File: src/rtl/seg7_scan_if.sv
// Bundle for the snooped 7-segment display bus and the rebuilt digit values.
// The display side drives segments and selects; the decoder returns values and pulses.
interface seg7_scan_if #(
    parameter int NUM_DIGITS = 4
);
    logic [6:0]              seg_in;
    logic [NUM_DIGITS-1:0]   dig_sel;
    logic [4*NUM_DIGITS-1:0] digits;
    logic [NUM_DIGITS-1:0]   digit_valid;
    logic [NUM_DIGITS-1:0]   bad_pattern;
    logic                    update;
    logic                    frame_done;

    modport master (
        output seg_in, dig_sel,
        input  digits, digit_valid, bad_pattern, update, frame_done
    );

    modport slave (
        input  seg_in, dig_sel,
        output digits, digit_valid, bad_pattern, update, frame_done
    );
endinterface

File: src/rtl/seg7_scan_decoder.sv
// Snoops a multiplexed 7-segment bus and rebuilds the hex value on each digit
// once the bus has dwelt on that digit long enough to rule out a glitch.
module seg7_scan_decoder #(
    parameter int NUM_DIGITS     = 4,
    parameter int STABLE_CYCLES  = 4,
    parameter int SEG_ACTIVE_LOW = 0,
    parameter int SEL_ACTIVE_LOW = 0
) (
    input  logic        clk,
    input  logic        rst,
    seg7_scan_if.slave  bus
);
    localparam int CW = $clog2(STABLE_CYCLES + 2);
    localparam logic [CW-1:0] CNT_CAPTURE = CW'(STABLE_CYCLES);
    localparam logic [CW-1:0] CNT_ONE     = CW'(1);

    typedef enum logic [1:0] {IDLE, TRACK, HOLD} state_t;

    logic [6:0]            seg_norm;
    logic [NUM_DIGITS-1:0] sel_norm;
    logic [6:0]            seg_reg, last_seg_reg;
    logic [NUM_DIGITS-1:0] sel_reg, last_sel_reg;
    logic [CW-1:0]         cnt_reg, cnt_next;
    state_t                state_reg, state_next;
    logic [NUM_DIGITS-1:0] seen_reg, seen_next;
    logic                  update_reg, frame_reg, frame_next;
    logic                  usable, changed, capture;
    logic                  glyph_legal;
    logic [3:0]            glyph_value;

    assign seg_norm = (SEG_ACTIVE_LOW != 0) ? ~bus.seg_in  : bus.seg_in;
    assign sel_norm = (SEL_ACTIVE_LOW != 0) ? ~bus.dig_sel : bus.dig_sel;

    // Sample stage plus a copy of the previously evaluated sample for change detection.
    always_ff @(posedge clk) begin
        if (rst) begin
            seg_reg      <= '0;
            sel_reg      <= '0;
            last_seg_reg <= '0;
            last_sel_reg <= '0;
        end else begin
            seg_reg      <= seg_norm;
            sel_reg      <= sel_norm;
            last_seg_reg <= seg_reg;
            last_sel_reg <= sel_reg;
        end
    end

    assign usable  = (sel_reg != '0) && ((sel_reg & (sel_reg - 1'b1)) == '0);
    assign changed = (seg_reg != last_seg_reg) || (sel_reg != last_sel_reg);

    always_comb begin
        glyph_legal = 1'b1;
        glyph_value = 4'h0;
        case (seg_reg)
            7'h3F: glyph_value = 4'h0;
            7'h06: glyph_value = 4'h1;
            7'h5B: glyph_value = 4'h2;
            7'h4F: glyph_value = 4'h3;
            7'h66: glyph_value = 4'h4;
            7'h6D: glyph_value = 4'h5;
            7'h7D: glyph_value = 4'h6;
            7'h07: glyph_value = 4'h7;
            7'h7F: glyph_value = 4'h8;
            7'h6F: glyph_value = 4'h9;
            7'h77: glyph_value = 4'hA;
            7'h7C: glyph_value = 4'hB;
            7'h39: glyph_value = 4'hC;
            7'h5E: glyph_value = 4'hD;
            7'h79: glyph_value = 4'hE;
            7'h71: glyph_value = 4'hF;
            default: glyph_legal = 1'b0;
        endcase
    end

    always_ff @(posedge clk) begin
        if (rst) begin
            state_reg <= IDLE;
            cnt_reg   <= '0;
        end else begin
            state_reg <= state_next;
            cnt_reg   <= cnt_next;
        end
    end

    // cnt_reg is the number of consecutive identical samples seen so far; in HOLD it
    // stays parked at its capture value, so an indefinite hold never wraps.
    always_comb begin
        state_next = state_reg;
        cnt_next   = cnt_reg;
        capture    = 1'b0;
        if (!usable) begin
            state_next = IDLE;
            cnt_next   = '0;
        end else begin
            case (state_reg)
                IDLE: begin
                    state_next = TRACK;
                    cnt_next   = CNT_ONE;
                end
                TRACK: begin
                    if (changed) begin
                        cnt_next = CNT_ONE;
                    end else if (cnt_reg == CNT_CAPTURE) begin
                        cnt_next   = cnt_reg + CNT_ONE;
                        capture    = 1'b1;
                        state_next = HOLD;
                    end else begin
                        cnt_next = cnt_reg + CNT_ONE;
                    end
                end
                HOLD: begin
                    if (changed) begin
                        state_next = TRACK;
                        cnt_next   = CNT_ONE;
                    end
                end
                default: begin
                    state_next = IDLE;
                    cnt_next   = '0;
                end
            endcase
        end
    end

    always_comb begin
        seen_next  = seen_reg;
        frame_next = 1'b0;
        if (capture) begin
            seen_next = seen_reg | sel_reg;
            if (&seen_next) begin
                frame_next = 1'b1;
                seen_next  = '0;
            end
        end
    end

    always_ff @(posedge clk) begin
        if (rst) begin
            seen_reg   <= '0;
            update_reg <= 1'b0;
            frame_reg  <= 1'b0;
        end else begin
            seen_reg   <= seen_next;
            update_reg <= capture;
            frame_reg  <= frame_next;
        end
    end

    assign bus.update     = update_reg;
    assign bus.frame_done = frame_reg;

    generate
        for (genvar gi = 0; gi < NUM_DIGITS; gi++) begin : gen_digit
            logic [3:0] value_reg;
            logic       valid_reg;
            logic       bad_reg;
            logic       hit;

            assign hit = capture && sel_reg[gi];

            // Blank and illegal patterns keep the last good value on display.
            always_ff @(posedge clk) begin
                if (rst) begin
                    value_reg <= 4'h0;
                    valid_reg <= 1'b0;
                    bad_reg   <= 1'b0;
                end else if (hit) begin
                    if (glyph_legal) begin
                        value_reg <= glyph_value;
                        valid_reg <= 1'b1;
                        bad_reg   <= 1'b0;
                    end else begin
                        valid_reg <= 1'b0;
                        bad_reg   <= (seg_reg != 7'h00);
                    end
                end
            end

            assign bus.digits[4*gi +: 4] = value_reg;
            assign bus.digit_valid[gi]   = valid_reg;
            assign bus.bad_pattern[gi]   = bad_reg;
        end
    endgenerate
endmodule

File: src/flat_wrapper.sv
// flat-port wrapper written by rule: the top's interface ports become plain ports
module seg7_scan_decoder_flat 
#(
    parameter int NUM_DIGITS     = 4,
    parameter int STABLE_CYCLES  = 4,
    parameter int SEG_ACTIVE_LOW = 0,
    parameter int SEL_ACTIVE_LOW = 0
)
  (clk, rst, bus_seg_in, bus_dig_sel, bus_digits, bus_digit_valid, bus_bad_pattern, bus_update, bus_frame_done);
  seg7_scan_if #(.NUM_DIGITS(NUM_DIGITS)) bus_i ();
  input  logic clk;
  input  logic rst;
  input wire logic [$bits(bus_i.seg_in)-1:0] bus_seg_in;
  input wire logic [$bits(bus_i.dig_sel)-1:0] bus_dig_sel;
  output wire logic [$bits(bus_i.digits)-1:0] bus_digits;
  output wire logic [$bits(bus_i.digit_valid)-1:0] bus_digit_valid;
  output wire logic [$bits(bus_i.bad_pattern)-1:0] bus_bad_pattern;
  output wire logic [$bits(bus_i.update)-1:0] bus_update;
  output wire logic [$bits(bus_i.frame_done)-1:0] bus_frame_done;
  assign bus_i.seg_in = bus_seg_in;
  assign bus_i.dig_sel = bus_dig_sel;
  assign bus_digits = bus_i.digits;
  assign bus_digit_valid = bus_i.digit_valid;
  assign bus_bad_pattern = bus_i.bad_pattern;
  assign bus_update = bus_i.update;
  assign bus_frame_done = bus_i.frame_done;
  seg7_scan_decoder #(.NUM_DIGITS(NUM_DIGITS), .STABLE_CYCLES(STABLE_CYCLES), .SEG_ACTIVE_LOW(SEG_ACTIVE_LOW), .SEL_ACTIVE_LOW(SEL_ACTIVE_LOW)) u_core (.clk(clk), .rst(rst), .bus(bus_i));
endmodule
File: config.mk
export PLATFORM = sky130hd
export DESIGN_NAME = seg7_scan_decoder_flat
export DESIGN_NICKNAME = d
export VERILOG_FILES = /design/src/rtl/seg7_scan_if.sv /design/src/rtl/seg7_scan_decoder.sv /design/src/flat_wrapper.sv
export SDC_FILE = /design/constraint.sdc
export NUM_CORES = 1
export LEC_CHECK = 0
export ABC_AREA = 1
export BUFFER_PORTS_ARGS = -buffer_cell sky130_fd_sc_hd__buf_2
export CAP_MARGIN = 10
export CORE_MARGIN = 8
export CORE_UTILIZATION = 45
export CTS_BUF_LIST = sky130_fd_sc_hd__clkbuf_2
export CTS_CLUSTER_DIAMETER = 150
export CTS_CLUSTER_SIZE = 25
export DETAILED_ROUTE_END_ITERATION = 10
export GPL_TIMING_DRIVEN = 0
export PLACE_DENSITY = 0.66
export SYNTH_ARGS = -nofsm -noshare
export SYNTH_HDL_FRONTEND = slang
export SYNTH_SLANG_ARGS = --single-unit
File: constraint.sdc
create_clock -name clk -period 1.8 [get_ports clk]
set_input_delay 0 -clock clk [delete_from_list [all_inputs] [get_ports clk]]
set_output_delay 0 -clock clk [all_outputs]
set_load 0.005 [all_outputs]
# Word level (Yosys, flattened, before mapping)
# Cells that the tools add are included.
dict set report totals {
  ff_bits 57
  inputBits 13
}
dict set report classes {
  add_sub_neg 2
  n_eq_ne 24
  mux 17
  bitwise_logic 4
  reduce_logical 19
}
# operator n
set op_table {}
lappend op_table {{7-bit == test (second input constant)} 12}
lappend op_table {{4-bit case mux with 15 select lines} 1}
lappend op_table {{16-bit OR reduction} 1}
lappend op_table {{7-bit by 3-bit == test with 1-bit output (second input constant)} 2}
lappend op_table {{7-bit by 6-bit == test with 1-bit output (second input constant)} 2}
lappend op_table {{3-bit case mux with 3 select lines} 1}
lappend op_table {{1-bit 2-to-1 mux} 8}
lappend op_table {{2-bit AND reduction} 4}
lappend op_table {{7-bit inequality test} 1}
lappend op_table {{7-bit nonzero test} 1}
lappend op_table {{2-bit 2-to-1 mux} 3}
lappend op_table {{3-bit 2-to-1 mux} 2}
lappend op_table {{2-bit case mux with 3 select lines} 1}
lappend op_table {{1-bit logical AND} 5}
lappend op_table {{4-bit AND} 1}
lappend op_table {{4-bit logical NOT} 1}
lappend op_table {{4-bit 2-to-1 mux} 1}
lappend op_table {{2-bit by 1-bit inequality test with 1-bit output (second input constant)} 2}
lappend op_table {{4-bit inequality test} 1}
lappend op_table {{4-bit bitwise OR} 1}
lappend op_table {{4-bit AND reduction} 1}
lappend op_table {{4-bit nonzero test} 1}
lappend op_table {{2-bit OR reduction} 2}
lappend op_table {{4-bit by 1-bit subtractor with 4-bit output (second input constant)} 1}
lappend op_table {{other kinds (9)} 10}

# Logic depth before layout (Yosys ltp)
# Gate-level depths: netlist of the first run.
dict set report logic_depth {
  word_depth 7
  mapped_depth 13
  mapped_depth_nobuf 12
}

# Worst setup path before layout of the first run
# Ideal clock, no wire load.
dict set report synth_path {
  path_kind {register -> register}
  startpoint {reg u_core.seg_reg[2]}
  endpoint {reg u_core.gen_digit[0].bad_reg}
  setup_ps 116
  arrival_ps 1439
  required_time_ps 1684
  slack_ps 245
  stages_incl_launch_ff 9
  n_path_buf 0
  period_less_slack_ps 1555
  cell_sequence {dfxtp_1 xnor2_1 nand2_1 nor2_1 nand4_4 nor2_4 inv_1 nor2_1 nor2_1}
}
dict set report synth_via {
  elab_chain_len 6
  word_cells_on_any_way 26
  classes_between {eq/ne (17); mux (5); reduce/logical (4)}
}
# element line
set synth_rtl {}
lappend synth_rtl {{from (decl)} seg7_scan_decoder.sv:21} ;# logic [6:0] seg_reg, last_seg_reg;
lappend synth_rtl {{from (signal assigned)} seg7_scan_decoder.sv:42} ;# seg_reg <= seg_norm;
lappend synth_rtl {{7-bit inequality test} seg7_scan_decoder.sv:50} ;# assign changed = (seg_reg != last_seg_reg) || (sel_reg != last_sel_reg);
lappend synth_rtl {{1-bit logical OR} seg7_scan_decoder.sv:50}
lappend synth_rtl {{1-bit 2-to-1 mux} seg7_scan_decoder.sv:102} ;# if (changed) begin
lappend synth_rtl {{1-bit 2-to-1 mux} seg7_scan_decoder.sv:96} ;# case (state_reg)
lappend synth_rtl {{1-bit 2-to-1 mux} seg7_scan_decoder.sv:92} ;# if (!usable) begin
lappend synth_rtl {{1-bit logical AND} seg7_scan_decoder.sv:160} ;# assign hit = capture && sel_reg[gi];
lappend synth_rtl {{to (signal assigned)} seg7_scan_decoder.sv:175} ;# bad_reg <= (seg_reg != 7'h00);
lappend synth_rtl {{to (decl)} seg7_scan_decoder.sv:157} ;# logic bad_reg;
# Several ways; a longest one is shown, not always the timed one.
# A chain may end at the register's enable or synchronous reset.

# Final worst setup path of the first run
dict set report layout_path {
  startpoint {reg u_core.seg_reg[4]}
  endpoint {reg u_core.seen_reg[1]}
}
dict set report layout_via {
  elab_chain_len 5
}
# element line
set layout_rtl {}
lappend layout_rtl {{7-bit inequality test} seg7_scan_decoder.sv:50}
lappend layout_rtl {{1-bit logical OR} seg7_scan_decoder.sv:50}
lappend layout_rtl {{1-bit 2-to-1 mux} seg7_scan_decoder.sv:102}
lappend layout_rtl {{1-bit 2-to-1 mux} seg7_scan_decoder.sv:96}
lappend layout_rtl {{1-bit 2-to-1 mux} seg7_scan_decoder.sv:92}
lappend layout_rtl {{to (signal assigned)} seg7_scan_decoder.sv:144} ;# seen_reg <= seen_next;
lappend layout_rtl {{to (decl)} seg7_scan_decoder.sv:25} ;# logic [NUM_DIGITS-1:0] seen_reg, seen_next;
# No other way between the ends.

==> run_results.csv, run 1 <==
group,metric,value,unit
run_status,status,"finished with violations",
run_status,violations_in_the_final_reports,"setup timing",
timing,final.setup.tns,-0.0174,ns
synthesis,syn_nets,379,
synthesis,ys_seq_area_share,44.7,%
placement,hpwl,4.17,mm
placement,placement.cell_area,2830,µm²
pwr,power.share.switching,24.9,%
synthesis,yosys_register_bits,57,
clock_tree,cts_tree,"yes",
floorplan,design.portCount,39,
timing,fmax,551,MHz
timing,maxSlewViolCount,0,
pwr,p_seq_share,50.5,%
pwr,clock_power_share,41.3,%
drt,detailroute.via_count,2485,
placement,finalWeightedCongestion,0.944,
setup_path,worst_setup_path_start_kind,"register",
cells_and_area,most_frequent_standard_cell_in_the_layout_excluding_fill_and_tap_cells,"nand2_1",
setup_path,worst_r2r_endpoint,"u_core.seen_reg[1]",
timing,hold_violations,0,
worst_hold_path,hold_class,"primary input to register",
cells_and_area,postLayoutCellArea,3360,µm²
drt,firstDrtPassIters,5,
global_route,grt_pass1_vias,2228,
setup_path,regToRegStartpoint,"u_core.seg_reg[4]",
synthesis,post_synth.cell_area_avg,7.01,µm²
global_route,grt_pass1_wl,9.89,mm
drt,wire_length_per_cell,12.2,µm
worst_hold_path,hp-start,"bus_seg_in[1]",
cells_and_area,layout.cells.non_filler,512,
synthesis,yosysWarnings,0,
clock_tree,worst_setup_hold_path_clk_slew,0.18,ns
synthesis,synth.distinct_cells,24,
timing,worstMarginPinSlew,0.594,ns
global_route,grt.total_usage,14.6,%
setup_path,ff2ff_setup_slack,-0.02,ns
floorplan,die-area,8330,µm²
synthesis,async_flop_share,0,%
cells_and_area,area.growth.synth_to_final,31.6,%
pwr,share_comb_of_total_power,8.2,%
placement,buffer_ports.inserted,38,
global_route,grt_start_max_net_pins,11,
cells_and_area,largest_reg_flops,16,
drt,remaining_drcs,0,
synthesis,cell_count_after_synthesis,364,
setup_path,crit_end,"u_core.seen_reg[1]",
synthesis,yosys.area.top_type,"dfxtp_1",
synthesis,post_synth_main_area_contributors,"dfxtp_1 (45%), nand2_1 (14%), nor2_1 (10%)",
run,timing.max_cap.violations,0,
setup_path,wp_data_arrival,2.26,ns
synthesis,share_of_the_synthesized_area_in_the_top_cell_type,44.7,%
cells_and_area,share_of_final_layout_standard_cells_stronger_than_drive_strength_1,31.4,%
cells_and_area,diodes_inserted,0,
clock_tree,numCtsBuffers,9,
drt,vias_per_cell,4.85,
setup_path,path_class,"register to register",
floorplan,die_height,91.3,µm
setup_path,worst-endpoint-required,2.25,ns
clock_tree,cts_max_level,3,
setup_path,worst_setup_path_startpoint,"u_core.seg_reg[4]",
clock_tree,clkLatencyLatePin,0.49,ns
drt,drt_first_iter_violations,126,
timing,timing.final.ws_setup,-0.0156,ns
floorplan,die_w,91.3,µm
timing,rsz0062_at_grt,"yes",
setup_path,reg2reg_depth,13,
drt,drtAntennaViolNets,0,
clock_tree,clockBufferDepth,2,
setup_path,critical_path_capture_point_type,"register",
synthesis,synthFlopType,"dfxtp_1",
pwr,ir_drop,0.000438,V
floorplan,initial_core_util,46.3,%
clock_tree,tritoncts_num_sinks,57,
placement,dpl.cell_count,474,
timing,crit_share_post_route,101,%
global_route,global_route.overflow_total,0,
synthesis,synth_edf_count,0,
timing,final.min_clock_period,1.82,ns
floorplan,placementRows,27,
global_route,initial_antenna_violation_count,0,
clock_tree,cts.root.buffer_cell,"clkbuf_2",
cells_and_area,num-nets-final,450,
pwr,cell_internal_pwr,1960,µW
pwr,switchingPower,650,µW
timing,clock_skew_after_layout,0.0249,ns
timing,hold-worst-slack,0.246,ns
pwr,p_leak,0.00158,µW
setup_path,critical_path.max_fanout,7,
drt,total_detailed_routing_wirelength,6.23,mm
timing,timing.slew.headroom,60.4,%
synthesis,syn_area,2550,µm²
floorplan,placeable_core_area,5510,µm²
pwr,cell_pwr_density,778,nW/µm²
timing,timing.final.setup_violations,2,
cells_and_area,layout_common_cells,"nand2_1 (83), nor2_1 (61), dfxtp_1 (46)",
==> logic make-up after synthesis <==
logic type                 count (synthesis)  synth area share [%]
and+or+nand+nor                          196                  33.8
buffers and inverters                     66                  11.1
DFF                                       57                  44.7
AOI/OAI and AO/OA                         38                  7.65
xor gates and xnor gates                   5                  1.72
adders and majority gates                  2                 0.981
==> what timing repair did <==
item | 4_1_cts | 5_1_grt
setup buffers | 0 | 9
endpoints found under the setup margin | 15 | 29
endpoints found under the hold margin | 19 | 0
pin swaps | 0 | 20
gates cloned | 0 | 1
hold buffers | 12 | 0
gates resized for setup | 6 | 55
==> metrics by stage <==
step,util (%),setup WS [ns],power [µW]
floorplan,-,0.245,1460
global placement,51.4,-0.0620,1510
detailed placement,51.4,-0.0476,1510
CTS,56.6,-0.00504,2610
global route,60.9,-0.117,2730
finish,60.9,-0.0156,2610
==> area by class of cell <==
class,count,area (µm²)
multi-input combinational,242,1270
timing repair buffer,59,389
sequential,57,1160
clock inverter,7,109
buffer,15,97.6
tap,72,90.1
clock buffer,9,45.0
fill,491,2150
inverter,51,194
==> worst min path at each step <==
stage,end,slack (ns),cells after the start
2_1_floorplan,u_core.seg_reg[0],0.11,2
3_3_place_gp,u_core.seg_reg[4],0.20,3
3_5_place_dp,u_core.seg_reg[4],0.21,3
4_1_cts,u_core.seg_reg[2],0.22,4
5_1_grt,u_core.seg_reg[4],0.21,4
6_report,u_core.seg_reg[1],0.25,4
==> critical path, stage by stage (launching register included) <==
cell and delay [ns]:
dfxtp_2 0.35, buf_6 0.13, inv_4 0.04, nand2_2 0.05, nand2_2 0.05, nor2_2 0.09, nand2_2 0.08, nor2_4 0.16
nand4_4 0.17, buf_6 0.17, nor2_4 0.22, buf_6 0.14, nor2_2 0.03, nor2_1 0.10
==> routing by layer <==
layer | vias to the layer above | track usage [%] | wire, µm
met4 | 0 | 7.78 | 97
li1 | 1265 | - | -
met5 | - | 0 | 0
met1 | 1149 | 17.1 | 2780
met3 | 11 | 4.44 | 292
met2 | 60 | 23.5 | 3060
==> power groups by stage <==
| stage | Sequential (µW) | Combinational [µW] | Clock [µW] |
|---|---|---|---|
| 2_1_floorplan | 1340 | 128 | 0 |
| 3_5_place_dp | 1340 | 172 | 0 |
| 6_report | 1320 | 214 | 1080 |
| 5_1_grt | 1320 | 240 | 1160 |
| 3_3_place_gp | 1340 | 169 | 0 |
| 4_1_cts | 1320 | 197 | 1090 |
==> cell usage after synthesis (4+ instances only) <==
cell type and instances:
buf_4 9, dfxtp_1 57, nor2_1 68, a21oi_1 25
o21ai_0 11, nand3_1 16, xnor2_1 5, inv_1 43
nor3_1 4, nor2_4 7, nand2_1 92, inv_2 8
clkbuf_1 4
No activity file was read; power rests on OpenSTA's default activity.
==> run 2: changes to the inputs <==
--- a/config.mk
+++ b/config.mk
@@ -8,7 +8,6 @@
 export ABC_AREA = 1
 export BUFFER_PORTS_ARGS = -buffer_cell sky130_fd_sc_hd__buf_2
 export CAP_MARGIN = 10
-export CORE_MARGIN = 8
 export CORE_UTILIZATION = 45
 export CTS_BUF_LIST = sky130_fd_sc_hd__clkbuf_2
 export CTS_CLUSTER_DIAMETER = 150
==> run 2 against run 1 <==
Clock power is essentially flat. The flow now finishes without violations. Non-clock buffer count shrank 4. Cell count shrank 0.78%. Final area shrank 2.3%. Maximum frequency grew 1.6%.
==> run_results.csv, run 2 (synthesis results as in run 1) <==
group,metric,value,unit
cells_and_area,num-nets-final,446,
cells_and_area,layout_common_cells,"nand2_1 (87), nor2_1 (60), dfxtp_1 (47)",
setup_path,critical_path.max_fanout,7,
floorplan,initial_core_util,46.6,%
timing,crit_share_post_route,99.3,%
timing,timing.slew.headroom,62.7,%
timing,clock_skew_after_layout,0.0211,ns
cells_and_area,share_of_final_layout_standard_cells_stronger_than_drive_strength_1,28.7,%
setup_path,worst_setup_path_start_kind,"register",
floorplan,die-area,5970,µm²
drt,remaining_drcs,0,
timing,maxSlewViolCount,0,
cells_and_area,area.growth.synth_to_final,28.6,%
global_route,grt.busiest_layer,"met2",
clock_tree,numCtsBuffers,9,
setup_path,critical_path_capture_point_type,"register",
global_route,gr-usage-met2,33.9,%
global_route,grt_start_max_net_pins,11,
worst_hold_path,hp-start,"bus_seg_in[4]",
placement,finalWeightedCongestion,0.956,
setup_path,path_class,"register to register",
placement,placement.cell_area,2830,µm²
worst_hold_path,hold_class,"primary input to register",
cells_and_area,most_frequent_standard_cell_in_the_layout_excluding_fill_and_tap_cells,"nand2_1",
clock_tree,cts_tree,"yes",
timing,timing.final.ws_setup,0.0129,ns
clock_tree,cts.root.buffer_cell,"clkbuf_2",
global_route,grt_pass1_vias,2192,
floorplan,placeable_core_area,5470,µm²
drt,drt_first_iter_violations,114,
drt,vias_per_cell,4.69,
setup_path,ff2ff_setup_slack,0.01,ns
global_route,global_route.overflow_total,0,
pwr,fin_total_pwr,2590,µW
run_status,status,"finished clean",
cells_and_area,layout.cells.non_filler,508,
global_route,grt.total_usage,21.2,%
timing,rsz0062_at_grt,"yes",
setup_path,regToRegStartpoint,"u_core.seg_reg[4]",
pwr,p_leak,0.00155,µW
timing,fmax,560,MHz
placement,buffer_ports.inserted,38,
floorplan,placementRows,27,
setup_path,critPathMaxStageDelay,0.35,ns
setup_path,cpMaxStageDelayCell,"dfxtp_2",
clock_tree,clkLatencyLatePin,0.48,ns
timing,hold_violations,0,
cells_and_area,final-seq-area,1160,µm²
timing,worstMarginPinSlew,0.560,ns
timing,final.min_clock_period,1.79,ns
setup_path,critical_path.cell_chain,"buf_6, inv_2, nand2_1, nand2_1, nor2_2, nand2_2, nor2_4, nand4_4, nor2_4, inv_2, nand2_2, a21oi_2",
floorplan,design.portCount,39,
pwr,ir_drop,0.000548,V
global_route,gr-usage-met1,25.1,%
placement,hpwl,3.93,mm
floorplan,die_height,77.3,µm
global_route,initial_antenna_violation_count,0,
clock_tree,clockBufferDepth,2,
placement,dpl.cell_count,474,
setup_path,worst-endpoint-required,2.17,ns
floorplan,die_w,77.3,µm
timing,hold-worst-slack,0.257,ns
cells_and_area,largest_reg_flops,16,
drt,detailroute.via_count,2385,
cells_and_area,postLayoutCellArea,3280,µm²
clock_tree,cts_max_level,3,
drt,total_detailed_routing_wirelength,5.68,mm
setup_path,worst_setup_path_startpoint,"u_core.seg_reg[4]",
timing,timing.final.setup_violations,0,
global_route,gr-usage-met3,9.17,%
placement,post-place-ws,-0.113,ns
clock_tree,worst_setup_hold_path_clk_slew,0.16,ns
drt,firstDrtPassIters,4,
cells_and_area,fill_cells,542,
cells_and_area,multiInputGateArea,1240,µm²
cells_and_area,diodes_inserted,0,
pwr,cell_pwr_density,791,nW/µm²
clock_tree,tritoncts_num_sinks,57,
global_route,grt_pass1_wl,9.62,mm
run,timing.max_cap.violations,0,
setup_path,wp_data_arrival,2.16,ns
drt,wire_length_per_cell,11.2,µm
drt,drtAntennaViolNets,0,
-- run 2: changes by cell type in the layout (fill, tap and decap cells not counted), sizes merged --
cell      before  now
buf           58   53
clkbuf        13   15
clkinv         4    2
clkinvlp       0    1
-- run 2: routing by layer --
| layer | routed length [µm] | part of all wire (%) |
|---|---|---|
| met5 | 0 | 0 |
| met4 | 89 | 1.6 |
| met3 | 229 | 4.0 |
| met2 | 2740 | 48 |
| met1 | 2620 | 46 |
-- run 2: worst max-delay path: cells and delay by family (launching register included) --
| kind | cells | cell delay (ns) |
|---|---|---|
| AND/OR/NAND/NOR | 8 | 1.06 |
| AO/OA/AOI/OAI | 1 | 0.04 |
| buffers and inverters | 3 | 0.25 |
| flip-flops | 1 | 0.35 |
-- run 2: worst paths after layout --
kind                                                         end  cells after the start
worst min register to register  u_core.gen_digit[3].value_reg[3]                      2
worst max register to register     u_core.gen_digit[3].valid_reg                     12
worst min-delay path                           u_core.seg_reg[4]                      4
worst max-delay path               u_core.gen_digit[3].valid_reg                     12
-- run 2: layout make-up --
type | instances | area share (%)
plain buffers | 15 | 2.98
clock buffers | 10 | 1.53
clock inverters | 6 | 3.24
inverters | 51 | 5.84
multi-input cells | 242 | 37.7
flip-flops and latches | 57 | 35.3
well taps | 72 | 2.75
repair buffers | 55 | 10.6
-- run 2: repair_timing --
action                                 in CTS  in global routing
gates resized for setup                     9                 35
cloned                                      1                  0
buffers inserted                            0                  5
hold buffers                               12                  0
pin swaps                                   1                 27
setup endpoints to repair                  19                 30
endpoints found under the hold margin      20                  0
-- run 2: power breakdown --
part           leakage, µW  switching [µW]  internal [µW]
sequential        0.000468            27.7           1290
combinational     0.000995             127           82.7
clock            0.0000896             468            598
total              0.00155             622           1970
-- run 2: through the flow --
step	TNS, ns	utilization [%]
after floorplan	0	-
after global placement	-0.575	51.7
after detailed placement	-0.889	51.7
after CTS	-0.00500	57.3
after global routing	-2.41	59.9
final	0	59.9
==> run 3: changes to the inputs <==
--- a/config.mk
+++ b/config.mk
@@ -7,7 +7,7 @@
 export LEC_CHECK = 0
 export ABC_AREA = 1
 export BUFFER_PORTS_ARGS = -buffer_cell sky130_fd_sc_hd__buf_2
-export CAP_MARGIN = 10
+export CAP_MARGIN = 30
 export CORE_UTILIZATION = 45
 export CTS_BUF_LIST = sky130_fd_sc_hd__clkbuf_2
 export CTS_CLUSTER_DIAMETER = 150
@@ -15,6 +15,7 @@
 export DETAILED_ROUTE_END_ITERATION = 10
 export GPL_TIMING_DRIVEN = 0
 export PLACE_DENSITY = 0.66
+export SLEW_MARGIN = 5
 export SYNTH_ARGS = -nofsm -noshare
 export SYNTH_HDL_FRONTEND = slang
 export SYNTH_SLANG_ARGS = --single-unit
==> constraint.sdc (replaced) <==
create_clock -name clk -period 1.7 [get_ports clk]
set_input_delay 0 -clock clk [delete_from_list [all_inputs] [get_ports clk]]
set_output_delay 0 -clock clk [all_outputs]
set_load 0.005 [all_outputs]
==> run 3 against run 2 <==
The flow now finishes with violations (setup timing). Clock-buffer cell count is the same. Wire length grew 3.2%. Global-route usage grew 0.40 points. Worst hold slack lost 0.021 ns. Critical path depth shrank 2. Largest cell class unchanged. Largest power group unchanged.
==> run_results.csv, run 3 (synthesis results as in run 1) <==
group,metric,value,unit
run,timing.max_cap.violations,0,
drt,detailroute.via_count,2393,
clock_tree,cts_tree,"yes",
pwr,ir_drop,0.000591,V
drt,routed-wl-met3,216,µm
cells_and_area,most_frequent_standard_cell_in_the_layout_excluding_fill_and_tap_cells,"nand2_1",
setup_path,wp_data_arrival,2.12,ns
timing,crit_share_post_route,102,%
drt,maxUsedRoutingLayer,"met4",
floorplan,initial_core_util,46.6,%
cells_and_area,layout_common_cells,"nand2_1 (86), nor2_1 (59), dfxtp_1 (46)",
drt,detail_route.wirelength.met1,2.66,mm
setup_path,critical_path_capture_point_type,"register",
placement,buffer_ports.inserted,38,
timing,maxSlewViolCount,0,
drt,drtAntennaViolNets,0,
drt,drt_first_iter_violations,89,
placement,post-place-ws,-0.213,ns
floorplan,design.portCount,39,
setup_path,path_class,"register to register",
drt,remaining_drcs,0,
clock_tree,clockBufferDepth,2,
floorplan,placeable_core_area,5470,µm²
setup_path,critical_path.cell_chain,"inv_2, nand2_1, nand2_1, nand3_1, nor2_4, nand4_4, nor2_4, inv_2, nand2_2, a21oi_1",
worst_hold_path,hold_class,"primary input to register",
cells_and_area,num-nets-final,448,
cells_and_area,layout.core_utilization,60.2,%
cells_and_area,diodes_inserted,0,
floorplan,placementRows,27,
clock_tree,cts_max_level,3,
pwr,cell_pwr_density,839,nW/µm²
clock_tree,clkLatencyLatePin,0.50,ns
run_status,status,"finished with violations",
placement,hpwl,3.93,mm
global_route,grt_pass1_wl,9.82,mm
run_status,violations_in_the_final_reports,"setup timing",
drt,firstDrtPassIters,4,
timing,hold_violations,0,
global_route,grt_pass1_vias,2251,
timing,final.min_clock_period,1.74,ns
timing,timing.slew.headroom,61.7,%
timing,timing.final.setup_violations,16,
timing,rsz0062_at_grt,"yes",
global_route,initial_antenna_violation_count,0,
drt,detailroute.wirelength.met2,2.90,mm
drt,vias_per_cell,4.69,
clock_tree,tritoncts_num_sinks,57,
timing,timing.final.ws_setup,-0.0357,ns
cells_and_area,area.growth.synth_to_final,29.3,%
floorplan,die_w,77.3,µm
drt,total_detailed_routing_wirelength,5.86,mm
global_route,global_route.overflow_total,0,
floorplan,die-area,5970,µm²
pwr,p_leak,0.00155,µW
setup_path,critPathMaxStageDelay,0.39,ns
cells_and_area,fill_cells,546,
worst_hold_path,hold_path_depth,4,
timing,fmax,576,MHz
cells_and_area,share_of_final_layout_standard_cells_stronger_than_drive_strength_1,29.2,%
placement,finalWeightedCongestion,0.956,
timing,clock_skew_after_layout,0.0257,ns
clock_tree,cts.root.buffer_cell,"clkbuf_2",
setup_path,worst_setup_path_start_kind,"register",
setup_path,critical_path.max_fanout,7,
clock_tree,numCtsBuffers,9,
setup_path,cpMaxStageDelayCell,"dfxtp_2",
cells_and_area,multiInputGateArea,1230,µm²
timing,worstMarginPinSlew,0.574,ns
placement,dpl.cell_count,474,
setup_path,reg2reg_depth,10,
cells_and_area,layout.cells.non_filler,510,
clock_tree,worst_setup_hold_path_clk_slew,0.16,ns
cells_and_area,largest_reg_flops,16,
global_route,grt.total_usage,21.6,%
pwr,fin_total_pwr,2760,µW
global_route,grt_start_max_net_pins,11,
floorplan,die_height,77.3,µm
setup_path,worst-endpoint-required,2.09,ns
cells_and_area,final-seq-area,1160,µm²
drt,wire_length_per_cell,11.5,µm
-- run 3: cell types whose count changed in the layout (fill, tap and decap cells not counted), moves of 2 or more --
cell,delta
o21ai_0,-3
o21ai_1,+3
nand3_1,+2
nand3_2,-2
-- run 3: what timing repair did --
action                                  in CTS  in global routing
pin swaps                                   15                 19
buffers inserted                             5                  2
hold endpoints to repair                    20                  0
gates cloned                                 1                  0
hold buffers                                12                  0
endpoints found under the setup margin      28                 33
resized for setup                           17                 34
-- run 3: per-layer routing --
layer | track usage [%] | up-vias
met3 | 9.17 | 8
met1 | 25.0 | 1077
met2 | 35.4 | 47
li1 | - | 1261
met4 | 7.36 | 0
met5 | 0 | -
-- run 3: critical path: cells and delay by family, from the launching register on --
kind	cells	cell delay (ns)
simple gates	7	0.98
buf+inv	2	0.20
compound gates	1	0.05
flops	1	0.39
-- run 3: path summary, 6_finish.rpt --
path / from / to / slack [ns]
setup / recovery: u_core.sel_reg[1] / u_core.gen_digit[2].valid_reg / -0.04
hold / removal: bus_seg_in[0] / u_core.seg_reg[0] / 0.24
setup reg to reg: u_core.sel_reg[1] / u_core.gen_digit[2].valid_reg / -0.04
hold reg to reg: u_core.gen_digit[1].valid_reg / u_core.gen_digit[1].valid_reg / 0.47
-- run 3: cell type report --
class | instances | area share [%]
Clock buffer | 10 | 1.52
Sequential cell | 57 | 35.3
Clock inverter | 6 | 3.23
Multi-Input combinational cell | 242 | 37.4
Inverter | 51 | 5.88
Tap cell | 72 | 2.73
Timing Repair Buffer | 57 | 11.1
Buffer | 15 | 2.88
-- run 3: stage by stage --
step                area [µm²]  hold WS, ns  setup TNS (ns)
floorplan                 2550        0.107               0
global placement          2830        0.199           -2.69
detailed placement        2830        0.206           -3.41
CTS                       3180        0.196          -0.957
global route              3300        0.183           -5.42
finish                    3300        0.235          -0.201
-- run 3: power by group --
part / total, µW / internal, µW / switching (µW) / leakage [µW]
Sequential: 1400 / 1370 / 30.8 / 0.000468
Clock: 1140 / 633 / 507 / 0.0000896
Combinational: 228 / 90.1 / 138 / 0.000996
